File: src/rtl/muldiv_pkg.sv
// Shared definitions for the iterative multiply/divide unit: operation codes,
// FSM state encoding, default operand width and iteration counter sizing.
package muldiv_pkg;

  localparam int MULDIV_WIDTH = 32;

  localparam logic OP_MUL = 1'b0;
  localparam logic OP_DIV = 1'b1;

  typedef enum logic [1:0] {
    ST_IDLE = 2'd0,
    ST_CALC = 2'd1,
    ST_DONE = 2'd2
  } state_e;

  // Counter must hold 0..WIDTH-1 with one spare bit of headroom.
  function automatic int cnt_width(input int w);
    return $clog2(w) + 1;
  endfunction

endpackage

File: src/rtl/muldiv_sign_fix.sv
// Conditional two's-complement negate. Used as abs() on the operands
// (neg = operand sign bit) and as sign correction on the results.
module muldiv_sign_fix #(
  parameter int W = 32
) (
  input  logic [W-1:0] val,
  input  logic         neg,
  output logic [W-1:0] res
);

  // Negate when requested, pass through otherwise.
  always_comb begin
    res = neg ? ((~val) + W'(1)) : val;
  end

endmodule

File: src/rtl/mul_div_unit.sv
// Iterative signed multiply/divide unit feeding the HI/LO registers.
// One radix-2 step per cycle: shift-add multiply (LSB first) and restoring
// divide (MSB first). Operands are converted to magnitudes on accept and the
// sign is restored on entry to DONE.
//
// Build option: MULDIV_DIV_EN. When undefined, the divider datapath is left
// out and a divide request completes after one CALC cycle with hi = lo = 0
// and dbz = 1.
//
// Handshake: start/op/a/b form a request that is accepted on any rising edge
// where start = 1 and the unit is IDLE or DONE (busy = 0). There is no
// ready signal and no queue; start while busy is ignored. done/hi_en/lo_en
// pulse for one cycle with hi/lo valid, and hi/lo then hold until the next
// completion.
module mul_div_unit
  import muldiv_pkg::*;
#(
  parameter int WIDTH = MULDIV_WIDTH
) (
  input  logic             clk,
  input  logic             clr,
  input  logic             start,
  input  logic             op,
  input  logic [WIDTH-1:0] a,
  input  logic [WIDTH-1:0] b,
  output logic             busy,
  output logic             done,
  output logic [WIDTH-1:0] hi,
  output logic [WIDTH-1:0] lo,
  output logic             hi_en,
  output logic             lo_en,
  output logic             dbz,
  output logic [1:0]       state_dbg
);

  localparam int CW = cnt_width(WIDTH);

  localparam logic [1:0] S_IDLE = ST_IDLE;
  localparam logic [1:0] S_CALC = ST_CALC;
  localparam logic [1:0] S_DONE = ST_DONE;

  logic [1:0]         state_q;
  logic [CW-1:0]      cnt_q;
  logic               op_q;
  logic               neg_q;      // sign of product / quotient
  logic [WIDTH-1:0]   m_q;        // multiplicand (mul) or divisor (div) magnitude
  logic [WIDTH-1:0]   sh_q;       // multiplier (mul) or dividend->quotient (div)
  logic [2*WIDTH-1:0] acc_q;      // product accumulator, or remainder in low bits
  logic [WIDTH-1:0]   hi_q;
  logic [WIDTH-1:0]   lo_q;
  logic               dbz_q;

  logic               accept;
  logic               last;
  logic [WIDTH-1:0]   abs_a;
  logic [WIDTH-1:0]   abs_b;
  logic [WIDTH:0]     mul_sum;
  logic [2*WIDTH-1:0] mul_next;
  logic [2*WIDTH-1:0] prod_fix;
  logic [2*WIDTH-1:0] acc_step;
  logic [WIDTH-1:0]   sh_step;
  logic [WIDTH-1:0]   res_hi;
  logic [WIDTH-1:0]   res_lo;
  logic               res_dbz;

  assign accept = start && ((state_q == S_IDLE) || (state_q == S_DONE));

  muldiv_sign_fix #(.W(WIDTH)) u_abs_a (.val(a), .neg(a[WIDTH-1]), .res(abs_a));
  muldiv_sign_fix #(.W(WIDTH)) u_abs_b (.val(b), .neg(b[WIDTH-1]), .res(abs_b));

  // Multiply step: add multiplicand into the upper half when the current
  // multiplier bit is set, then shift the whole accumulator right.
  always_comb begin
    mul_sum  = {1'b0, acc_q[2*WIDTH-1:WIDTH]} + {1'b0, (sh_q[0] ? m_q : {WIDTH{1'b0}})};
    mul_next = {mul_sum, acc_q[WIDTH-1:1]};
  end

  muldiv_sign_fix #(.W(2*WIDTH)) u_prod_fix (.val(mul_next), .neg(neg_q), .res(prod_fix));

`ifdef MULDIV_DIV_EN
  logic               rneg_q;     // remainder takes the dividend's sign
  logic [WIDTH:0]     div_shift;
  logic [WIDTH+1:0]   div_diff;
  logic [WIDTH:0]     div_rem;
  logic [WIDTH-1:0]   div_quo;
  logic [WIDTH-1:0]   quo_fix;
  logic [WIDTH-1:0]   rem_fix;

  // Restoring divide step: bring in the next dividend bit, trial-subtract the
  // divisor, keep the difference only if it did not go negative.
  always_comb begin
    div_shift = {acc_q[WIDTH-1:0], sh_q[WIDTH-1]};
    div_diff  = {1'b0, div_shift} - {2'b00, m_q};
    div_rem   = div_diff[WIDTH+1] ? div_shift : div_diff[WIDTH:0];
    div_quo   = {sh_q[WIDTH-2:0], ~div_diff[WIDTH+1]};
  end

  muldiv_sign_fix #(.W(WIDTH)) u_quo_fix (.val(div_quo), .neg(neg_q), .res(quo_fix));
  muldiv_sign_fix #(.W(WIDTH)) u_rem_fix (.val(div_rem[WIDTH-1:0]), .neg(rneg_q), .res(rem_fix));

  assign last = (cnt_q == CW'(WIDTH - 1));
`else
  // Without the divider a divide request finishes after its first CALC cycle.
  assign last = (op_q == OP_DIV) || (cnt_q == CW'(WIDTH - 1));
`endif

  // Select the per-cycle update and the final, sign-corrected result.
  always_comb begin
    acc_step = mul_next;
    sh_step  = sh_q >> 1;
    res_hi   = prod_fix[2*WIDTH-1:WIDTH];
    res_lo   = prod_fix[WIDTH-1:0];
    res_dbz  = 1'b0;
`ifdef MULDIV_DIV_EN
    if (op_q == OP_DIV) begin
      acc_step = {{(WIDTH-1){1'b0}}, div_rem};
      sh_step  = div_quo;
      res_hi   = rem_fix;                       // equals a when the divisor is 0
      res_lo   = (m_q == '0) ? '1 : quo_fix;
      res_dbz  = (m_q == '0);
    end
`else
    if (op_q == OP_DIV) begin
      res_hi  = '0;
      res_lo  = '0;
      res_dbz = 1'b1;
    end
`endif
  end

  // FSM, iteration counter, datapath registers and result registers.
  always_ff @(posedge clk or posedge clr) begin
    if (clr) begin
      state_q <= S_IDLE;
      cnt_q   <= '0;
      op_q    <= OP_MUL;
      neg_q   <= 1'b0;
      m_q     <= '0;
      sh_q    <= '0;
      acc_q   <= '0;
      hi_q    <= '0;
      lo_q    <= '0;
      dbz_q   <= 1'b0;
`ifdef MULDIV_DIV_EN
      rneg_q  <= 1'b0;
`endif
    end else if (accept) begin
      state_q <= S_CALC;
      cnt_q   <= '0;
      op_q    <= op;
      neg_q   <= a[WIDTH-1] ^ b[WIDTH-1];
      acc_q   <= '0;
      dbz_q   <= 1'b0;
      if (op == OP_DIV) begin
        m_q  <= abs_b;
        sh_q <= abs_a;
      end else begin
        m_q  <= abs_a;
        sh_q <= abs_b;
      end
`ifdef MULDIV_DIV_EN
      rneg_q  <= a[WIDTH-1];
`endif
    end else begin
      case (state_q)
        S_CALC: begin
          acc_q <= acc_step;
          sh_q  <= sh_step;
          cnt_q <= cnt_q + CW'(1);
          if (last) begin
            state_q <= S_DONE;
            hi_q    <= res_hi;
            lo_q    <= res_lo;
            dbz_q   <= res_dbz;
          end
        end
        default: state_q <= S_IDLE;
      endcase
    end
  end

  assign busy      = (state_q == S_CALC);
  assign done      = (state_q == S_DONE);
  assign hi_en     = done;
  assign lo_en     = done;
  assign hi        = hi_q;
  assign lo        = lo_q;
  assign dbz       = dbz_q;
  assign state_dbg = state_q;

endmodule

File: config.mk
export PLATFORM = sky130hd
export DESIGN_NAME = mul_div_unit
export DESIGN_NICKNAME = d
export VERILOG_FILES = /design/src/rtl/muldiv_pkg.sv /design/src/rtl/muldiv_sign_fix.sv /design/src/rtl/mul_div_unit.sv
export SDC_FILE = /design/constraint.sdc
export NUM_CORES = 1
export LEC_CHECK = 0
export ABC_CLOCK_PERIOD_IN_PS = 14100
export CORE_UTILIZATION = 50
export CTS_BUF_LIST = sky130_fd_sc_hd__clkbuf_4
export DETAILED_ROUTE_END_ITERATION = 10
export HOLD_SLACK_MARGIN = 0.12
export PLACE_DENSITY = 0.79
export SLEW_MARGIN = 10
export SYNTH_ARGS = -nofsm -noshare
export SYNTH_HDL_FRONTEND = slang
export SYNTH_HIERARCHICAL = 1
export SYNTH_SLANG_ARGS = --single-unit
File: constraint.sdc
create_clock -name clk -period 14.1 [get_ports clk]
set_input_delay 1.41 -clock clk [delete_from_list [all_inputs] [get_ports clk]]
set_output_delay 1.41 -clock clk [all_outputs]
set_load 0.01 [all_outputs]
; ---- Word level (Yosys, flattened, before mapping)
; Index checks and enable logic that the tools add are counted.
[totals]
reg_bits = 203
inputBits = 68
[op_classes]
add_sub_neg = 5
n_eq_ne = 4
n_mux = 21
bitwise_logic = 5
n_reduce_logical = 8
[op_table]
columns = op, count
row1 = 2-to-1 mux 32 bit, 9
row2 = 2-to-1 mux 64 bit, 3
row3 = "adder 32 x 1 -> 32 bit, second input constant", 2
row4 = "adder 64 x 1 -> 64 bit, second input constant", 1
row5 = inverter 32 bit, 2
row6 = inverter 64 bit, 1
row7 = adder 32 x 32 -> 33 bit, 1
row8 = 2-to-1 mux 6 bit, 2
row9 = "adder 6 x 1 -> 6 bit, second input constant", 1
row10 = "== test 6 x 5 -> 1 bit, second input constant", 1
row11 = 2-to-1 mux 2 bit, 3
row12 = 2-to-1 mux 1 bit, 4
row13 = nonzero test 2 bit, 2
row14 = "inequality test 3 x 1 -> 1 bit, second input constant", 1
row15 = AND reduction 3 bit, 1
row16 = "== test 2 x 1 -> 1 bit, second input constant", 1
row17 = "== test 2 bit, second input constant", 1
row18 = zero test 2 bit, 1
row19 = logical OR 1 bit, 2
row20 = AND reduction 2 bit, 1
row21 = logical AND 1 bit, 1
row22 = inverter 1 bit, 1
row23 = bitwise XOR 1 bit, 1

; ---- Longest topological paths before layout
; Gate-level depths: netlist of run 1.
[logic_depth]
ltp_word = 6
mapped_depth = 18
depth_no_buf = 17

; ---- By module
; The synthesis of run 1 kept the hierarchy.
[modules_own_cells]
columns = module, instances, cells_each, area_each_um2, seq_area_each_um2
row1 = mul_div_unit, 1, 1104, 10498.8, 5054.8
row2 = muldiv_sign_fix at u_prod_fix, 1, 206, 1649.1, 0.0
row3 = muldiv_sign_fix at u_abs_a ..., 2, 99, 777.0, 0.0

; ---- Least setup slack after synthesis of run 1
; OpenSTA, ideal clock, no wires.
[synth_timing]
path_type = register to register
startpoint = reg sh_q[0]
endpoint = reg hi_q[31], in the netlist hi[31]
setup_ns = 0.083
arrival_time_ns = 4.437
slack_ns = 9.580
path_stages_with_launch = 18
n_path_buf = 1
period_less_slack_ns = 4.520
cell_sequence = dfrtp_1 clkbuf_1 and2_1 ha_1 a211o_1 a211o_1 a21oi_2 nor2_2 a311o_1 a311oi_2 xnor2_1 or4_4 or3_1 or4_1 o31ai_1 xnor2_1 nand2b_1 o21ai_0
[synth_between]
elab_chain_len = 6
[synth_rtl]
columns = element, line
row1 = from (decl), mul_div_unit.sv:47  ; logic [WIDTH-1:0] sh_q;
row2 = from (signal assigned), mul_div_unit.sv:156  ; sh_q <= abs_a;
row3 = from (signal assigned), mul_div_unit.sv:159  ; sh_q <= abs_b;
row4 = from (signal assigned), mul_div_unit.sv:168  ; sh_q <= sh_step;
row5 = 2-to-1 mux 32 bit, mul_div_unit.sv:74  ; mul_sum = {1'b0, acc_q[2*WIDTH-1:WIDTH]} + {1'b0, (sh_q[0] ? m_q : {WIDTH{1'b0}})};
row6 = adder 32 x 32 -> 33 bit, mul_div_unit.sv:74
row7 = net mul_sum[25], mul_div_unit.sv:57  ; logic [WIDTH:0] mul_sum;
row8 = inverter 64 bit, muldiv_sign_fix.sv:13  ; res = neg ? ((~val) + W'(1)) : val;
row9 = adder 64 x 1 -> 64 bit, muldiv_sign_fix.sv:13
row10 = 2-to-1 mux 64 bit, muldiv_sign_fix.sv:13
row11 = net prod_fix[63], mul_div_unit.sv:59  ; logic [2*WIDTH-1:0] prod_fix;
row12 = 2-to-1 mux 32 bit, mul_div_unit.sv:123  ; if (op_q == OP_DIV) begin
row13 = to (signal assigned), mul_div_unit.sv:172  ; hi_q <= res_hi;
row14 = to (decl), mul_div_unit.sv:49  ; logic [WIDTH-1:0] hi_q;
; The timed path passes the listed nets, and every way through them passes these cells.
; A chain may end at the register's enable or synchronous reset.

; ---- Worst setup path after layout of run 1
; Ends and elaborated chain as after synthesis.

==> results.py, run 1 <==
metrics = {
    "clock_tree": {
        "post_cts_buffers": 0,
        "clock_path_buffers": 3,
        "clkTransAtPathRegs_ps": 70,
        "cts-htree-levels": 2,
        "ctsResizeCount": 0,
        "cts_made_buffers": 51,
        "hold_buffers": 0,
        "cts-root-buf": "clkbuf_4",
        "cts_tree": "done",
        "clkSinkCount": 202,
        "insertion_delay_ps": 680,
    },
    "cells_and_area": {
        "stdcell_count": 1976,
        "area_growth_pct": 15.09,
        "fillerInstances": 2360,
        "final_net_count": 1704,
        "drive_above_1_share": 0.09425,
    },
    "pwr": {
        "leakagePower_uw": 0.006644,
        "power_density_nw_per_um2": 210.8,
        "peakVddDrop_mv": 0.1233,
    },
    "floorplan": {
        "pin_count": 139,
        "initial_core_util": 0.5084,
        "chipHeight_microns": 167.5,
        "dieArea_sq_um": 28070,
        "die_w_microns": 167.5,
        "core-area_sq_um": 26950,
        "row_count": 60,
    },
    "critical_path": {
        "reg2reg_slack_ps": 8860,
        "critPathCaptureType": "register",
        "r2r_cells": 17,
        "critPathKind": "reg2reg",
        "crit_slowest_cell": "dfrtp_1",
        "startpoint": "sh_q[0]",
        "crit_path_cell_trace": "and2_1 -> ha_1 -> fa_1 -> a21o_2 -> a221oi_1 -> o21ba_2 -> a2111o_1 -> nand2_1 -> a31oi_1 -> xnor2_1 -> or4_4 -> or3_1 -> or4_1 -> o31ai_1 -> xnor2_1 -> nand2b_1 -> o21ai_0",
        "critPathMostFrequentCell": "xnor2_1",
        "worstReg2RegEnd": "hi[31]",
        "timing.rr.start": "sh_q[0]",
        "worstSetupStartpointType": "register",
        "required_ps": 14660,
        "max_stage_delay_ps": 640,
        "arrival_ps": 5800,
        "cp_max_fo": 33,
    },
    "placed_design": {
        "dp_cells": 1887,
        "dp_hpwl_microns": 22750,
        "dp_slack_ps": 8848,
        "gp_congestion": 0.8897,
        "io_buffers": 138,
    },
    "timing": {
        "fin_hold_ws_ps": 472.6,
        "post-route-period-util": 0.3720,
        "min_period_ps": 5245,
        "max_freq_ghz": 0.1907,
        "worst_slew_pin_slew_ps": 1196,
        "fin_setup_tns_ps": 0,
        "rsz0062_at_grt": "no",
        "worst_slack_ps": 8855,
        "slew_headroom": 0.2026,
        "maxSlewViolCount": 0,
        "hold_viol_final": 0,
        "finClkSkew_ps": 49.93,
        "setup_viol": 0,
    },
    "hold_path": {
        "hold_path_depth": 2,
        "hold_path_end": "m_q[4]",
        "min_from": "m_q[4]",
        "hold_path_class": "reg2reg",
    },
    "synth": {
        "synth_area_sq_um": 13700,
        "syn-num-nets": 1613,
        "ys_seq_area_frac": 0.3689,
        "syn_area_per_cell_sq_um": 9.086,
        "synth-edff-count": 0,
        "synth_ff_type": "dfrtp_1",
        "synth_cells": 1508,
        "ys_seq_elements": 202,
        "async_flop_share": 1.000,
        "synth_warnings": 6,
        "synth_cell_type_count": 79,
    },
    "global_route": {
        "grt_use_total": 0.2308,
        "grt_pass1_wl_microns": 53790,
        "antenna_found_initial": 2,
        "grt_remaining_overflow": 0,
        "grt_max_degree": 131,
        "grt_pass1_vias": 10850,
    },
    "route": {
        "drcViolationCount": 0,
        "via_per_inst": 5.767,
        "ant_nets": 0,
        "num_vias": 11400,
        "wl_microns": 32410,
        "wl_per_cell_microns": 16.40,
        "firstDrtPassIters": 6,
        "drtIter0Drc": 792,
    },
    "run": {
        "cap_viol_max_count": 0,
    },
    "outcome": {
        "status": "finished clean",
    },
}
==> cell usage after synthesis (3+ instances only) <==
library cell	n	area (sq um)
or2b_1	4	30.03
nor2_1	24	90.09
dfrtp_1	202	5055
or2_2	7	43.79
or3_1	12	75.07
nand2_1	230	863.3
xor2_1	16	140.1
a22o_1	61	534.3
nor2b_1	37	231.5
or4_4	6	67.56
a21o_2	4	35.03
mux2i_1	34	340.3
nand4_1	15	93.84
o31ai_2	6	75.07
nand3_1	14	70.07
or4_1	8	60.06
ha_1	36	450.4
buf_4	7	52.55
o21ai_0	148	740.7
nand2b_1	75	469.2
o41ai_1	19	166.4
a21o_1	13	97.59
nand3_2	3	30.03
xnor2_1	139	1217
a211oi_1	33	247.7
clkbuf_1	82	307.8
o41ai_2	12	195.2
buf_6	4	45.04
and3_1	3	18.77
nor4_4	9	191.4
nor3_1	11	55.05
a31oi_1	38	237.7
a21oi_1	32	160.2
o21ai_1	6	30.03
buf_1	12	45.04
and2_1	33	206.5
o31ai_1	38	285.3
nor4_1	6	37.54
nand3b_1	3	22.52
inv_1	18	67.56
==> cell type report <==
| class | instances | area [sq um] | share of cell area |
|---|---|---|---|
| Antenna cell | 1 | 2.502 | 0.0001587 |
| Clock buffer | 69 | 518.0 | 0.03285 |
| Clock inverter | 19 | 123.9 | 0.007855 |
| Inverter | 18 | 75.07 | 0.004761 |
| Multi-Input combinational cell | 1182 | 8143 | 0.5164 |
| Sequential cell | 202 | 5056 | 0.3206 |
| Tap cell | 341 | 426.7 | 0.02706 |
| Timing Repair Buffer | 144 | 1424 | 0.09030 |
==> critical path, delay by kind of cell, from the launching register on <==
| family | cells | cell delay [ps] |
|---|---|---|
| DFF | 1 | 640 |
| AOI/OAI and AO/OA | 7 | 1790 |
| and+or+nand+nor | 6 | 1750 |
| xor gates and xnor gates | 2 | 310 |
| adders and majority gates | 2 | 650 |
==> metal layers <==
| layer | vias to the layer above | GRT usage | wire, microns |
|---|---|---|---|
| met5 | - | 0 | 0 |
| met4 | 0 | 0.06302 | 520 |
| met3 | 48 | 0.03616 | 1795 |
| met2 | 393 | 0.3641 | 14650 |
| met1 | 5339 | 0.3281 | 15450 |
| li1 | 5616 | - | - |
==> logic make-up after synthesis <==
logic type / after synthesis / share of synthesized area
buffers and inverters: 124 / 0.03844
adders and majority gates: 37 / 0.03433
DFF: 202 / 0.3689
AOI/OAI and AO/OA: 437 / 0.2240
xor gates and xnor gates: 155 / 0.09908
muxes: 34 / 0.02484
and+or+nand+nor: 519 / 0.2104
==> worst max path at each step <==
| stage | slack, ps | endpoint |
|---|---|---|
| floorplan | 7180 | acc_q[10] |
| global placement | 8970 | hi[31] |
| detailed placement | 8850 | hi[31] |
| CTS | 8830 | hi[31] |
| global route | 8370 | hi[22] |
| finish | 8860 | hi[31] |
==> registers in the layout, summed over array words and instances, names as in the netlist <==
name,count
cnt_q,6
lo,32
neg_q,1
m_q,32
op_q,1
sh_q,32
state_dbg,2
hi,32
dbz,1
acc_q,63
==> metrics by stage <==
stage / util / area, sq um / power, uW
detailed placement: 0.5612 / 15120 / 2814
floorplan: - / 13700 / 2342
CTS: 0.5850 / 15770 / 3331
finish: 0.5851 / 15770 / 3325
global placement: 0.5612 / 15120 / 2768
global route: 0.5851 / 15770 / 3591
==> cell usage in the layout (no fill, tap or decap), types with 15 or more instances in the layout <==
master           count
nand2b_1            74
ha_1                36
clkinv_1            17
a21oi_1             32
a211oi_1            33
o21ai_0            148
clkdlybuf4s50_1    137
xor2_1              16
nor2_1              23
a31oi_1             38
clkbuf_4            69
nand2_1            229
nand4_1             15
o31ai_1             38
inv_1               16
nor2b_1             37
o41ai_1             19
dfrtp_1            201
mux2i_1             34
a22o_1              61
and2_1              33
xnor2_1            139
==> where the power goes <==
group	internal (uW)	total, uW	switching [uW]	leakage (uW)
combinational	766	1870	1110	0.00365
clock	262	501	239	0.000372
sequential	780	952	172	0.00262
Note: power is estimated with default switching activity, not from simulation.
==> run 2: changes to the inputs <==
--- a/config.mk
+++ b/config.mk
@@ -5,12 +5,12 @@
 export SDC_FILE = /design/constraint.sdc
 export NUM_CORES = 1
 export LEC_CHECK = 0
-export ABC_CLOCK_PERIOD_IN_PS = 14100
+export ABC_CLOCK_PERIOD_IN_PS = 4500
 export CORE_UTILIZATION = 50
 export CTS_BUF_LIST = sky130_fd_sc_hd__clkbuf_4
 export DETAILED_ROUTE_END_ITERATION = 10
 export HOLD_SLACK_MARGIN = 0.12
-export PLACE_DENSITY = 0.79
+export PLACE_DENSITY = 0.81
 export SLEW_MARGIN = 10
 export SYNTH_ARGS = -nofsm -noshare
 export SYNTH_HDL_FRONTEND = slang
==> constraint.sdc (replaced) <==
create_clock -name clk -period 4.5 [get_ports clk]
set_input_delay 0.45 -clock clk [delete_from_list [all_inputs] [get_ports clk]]
set_output_delay 0.45 -clock clk [all_outputs]
set_load 0.01 [all_outputs]
==> results.py, run 2 (synthesized netlist as in run 1, its figures left out) <==
metrics = {
    "timing": {
        "fin_setup_tns_ps": -8.217,
        "max_freq_ghz": 0.2218,
        "rsz0062_at_grt": "yes",
        "setup_viol": 1,
        "min_period_ps": 4508,
        "slew_headroom": 0.2295,
        "worst_slew_pin_slew_ps": 1152,
        "hold_viol_final": 0,
        "worst_slack_ps": -8.217,
        "finClkSkew_ps": 57.92,
        "post-route-period-util": 1.002,
        "fin_hold_ws_ps": 345.5,
        "maxSlewViolCount": 0,
    },
    "global_route": {
        "grt_pass1_vias": 11190,
        "antenna_found_initial": 1,
        "grt_pass1_wl_microns": 54920,
        "grt_use_total": 0.2345,
        "grt_max_degree": 153,
        "grt_remaining_overflow": 0,
    },
    "placed_design": {
        "io_buffers": 138,
        "dp_hpwl_microns": 23550,
        "gp_congestion": 0.9334,
        "dp_slack_ps": -119.6,
    },
    "floorplan": {
        "dieArea_sq_um": 28070,
        "initial_core_util": 0.5084,
        "pin_count": 139,
        "die_w_microns": 167.5,
        "core-area_sq_um": 26950,
        "chipHeight_microns": 167.5,
        "row_count": 60,
    },
    "critical_path": {
        "worstSetupStartpointType": "register",
        "arrival_ps": 5080,
        "max_stage_delay_ps": 520,
        "r2r_cells": 17,
        "required_ps": 5070,
        "crit_slowest_cell": "or4_4",
        "timing.rr.start": "sh_q[0]",
        "critPathKind": "reg2reg",
        "critPathCaptureType": "register",
        "worstReg2RegEnd": "hi[31]",
        "reg2reg_slack_ps": -8,
        "critPathMostFrequentCell": "or4_4",
        "cp_max_fo": 15,
        "crit_path_cell_trace": "buf_12 -> and2_4 -> ha_4 -> nand2_1 -> or3_1 -> o21ba_4 -> a2111o_1 -> nand2_2 -> a31oi_4 -> xnor2_2 -> or4_4 -> or3_4 -> or4_4 -> o31ai_4 -> xnor2_1 -> nand2b_1 -> o21ai_0",
    },
    "cells_and_area": {
        "layout_common_cells": "227 x nand2_1, 200 x dfrtp_1, 144 x o21ai_0",
        "drive_above_1_share": 0.1490,
        "utilization": 0.6117,
        "area_growth_pct": 20.32,
        "largest_register_ffs": 63,
        "largest-register": "acc_q",
        "final_net_count": 1758,
        "layout_commonest_cell": "nand2_1",
        "diodes": 0,
        "fillerInstances": 2254,
    },
    "clock_tree": {
        "hold_buffers": 0,
        "cts-root-buf": "clkbuf_4",
        "clock_path_buffers": 3,
        "insertion_delay_ps": 700,
        "cts_made_buffers": 51,
        "cts_tree": "done",
        "cts-htree-levels": 2,
        "clkSinkCount": 202,
        "clkTransAtPathRegs_ps": 70,
    },
    "outcome": {
        "status": "finished with violations",
        "violations": "negative setup slack",
    },
    "route": {
        "num_vias": 11780,
        "firstDrtPassIters": 5,
        "drcViolationCount": 0,
        "wl_per_cell_microns": 16.49,
        "ant_nets": 0,
        "wl_microns": 33500,
        "drtIter0Drc": 881,
        "via_per_inst": 5.796,
    },
    "pwr": {
        "power_density_nw_per_um2": 679.1,
        "leakagePower_uw": 0.006935,
        "peakVddDrop_mv": 0.4890,
        "total_power_uw": 11200,
    },
    "hold_path": {
        "hold_path_class": "in2async",
    },
    "run": {
        "cap_viol_max_count": 0,
    },
}
[run 2: cell types whose count changed in the layout (fill, tap and decap cells not counted), moves of 3 or more]
cell | previous run | this run
o21ai_0 | 148 | 144
ha_4 | 0 | 10
ha_1 | 36 | 25
o21ai_1 | 6 | 9
and2_1 | 33 | 28
and2_4 | 0 | 5
clkinv_2 | 0 | 4
buf_4 | 7 | 58
[run 2: final cells by class]
class | instances | area, sq um | area share
multi-input combinational | 1182 | 8441 | 0.5120
sequential | 202 | 5057 | 0.3068
timing repair buffer | 198 | 1872 | 0.1135
clock buffer | 70 | 525.5 | 0.03188
tap | 341 | 426.7 | 0.02588
clock inverter | 21 | 92.59 | 0.005616
inverter | 18 | 71.32 | 0.004326
[run 2: how the worst max path moves through the flow]
| stage | from | endpoint | slack [ps] |
|---|---|---|---|
| finish | sh_q[0] | hi[31] | -8 |
| detailed placement | sh_q[0] | hi[31] | -120 |
| floorplan | sh_q[0] | hi[31] | 20 |
| CTS | sh_q[0] | hi[22] | 10 |
| global route | sh_q[0] | hi[24] | -160 |
| global placement | sh_q[0] | hi[31] | -30 |
[run 2: report_power, final]
group	internal (uW)	total, uW	leakage (uW)	switching, uW
Combinational	2970	6820	0.00395	3850
Clock	725	1470	0.000365	749
Sequential	2450	2900	0.00262	452
[run 2: repair_timing]
action | 4_1_cts | 5_1_grt
resized for setup | 4 | 48
cloned | 0 | 1
pin swaps | 2 | 21
buffers inserted | 1 | 10
endpoints found under the setup margin | 2 | 13
[run 2: layer usage]
layer,track usage,part of all wire,vias up
met2,0.3770,0.46,393
met4,0.05784,0.018,0
met3,0.03663,0.055,51
met1,0.3303,0.46,5579
met5,0,0,-
li1,-,-,5755
[run 2: worst max-delay path: cells and delay by family, from the launching register on]
kind	cells	cell delay [ps]
simple gates	8	2100
compound gates	5	1110
flops	1	450
fa+ha+maj	1	300
xor+xnor	2	300
buf+inv	1	160
[run 2: through the flow]
stage                     instance area, sq um  std cells
final                                    16490       2032
after global routing                     16490       2032
after CTS                                16110       2021
after detailed placement                 15460       1929
after global placement                   15460       1929
after floorplan                          13720       1508
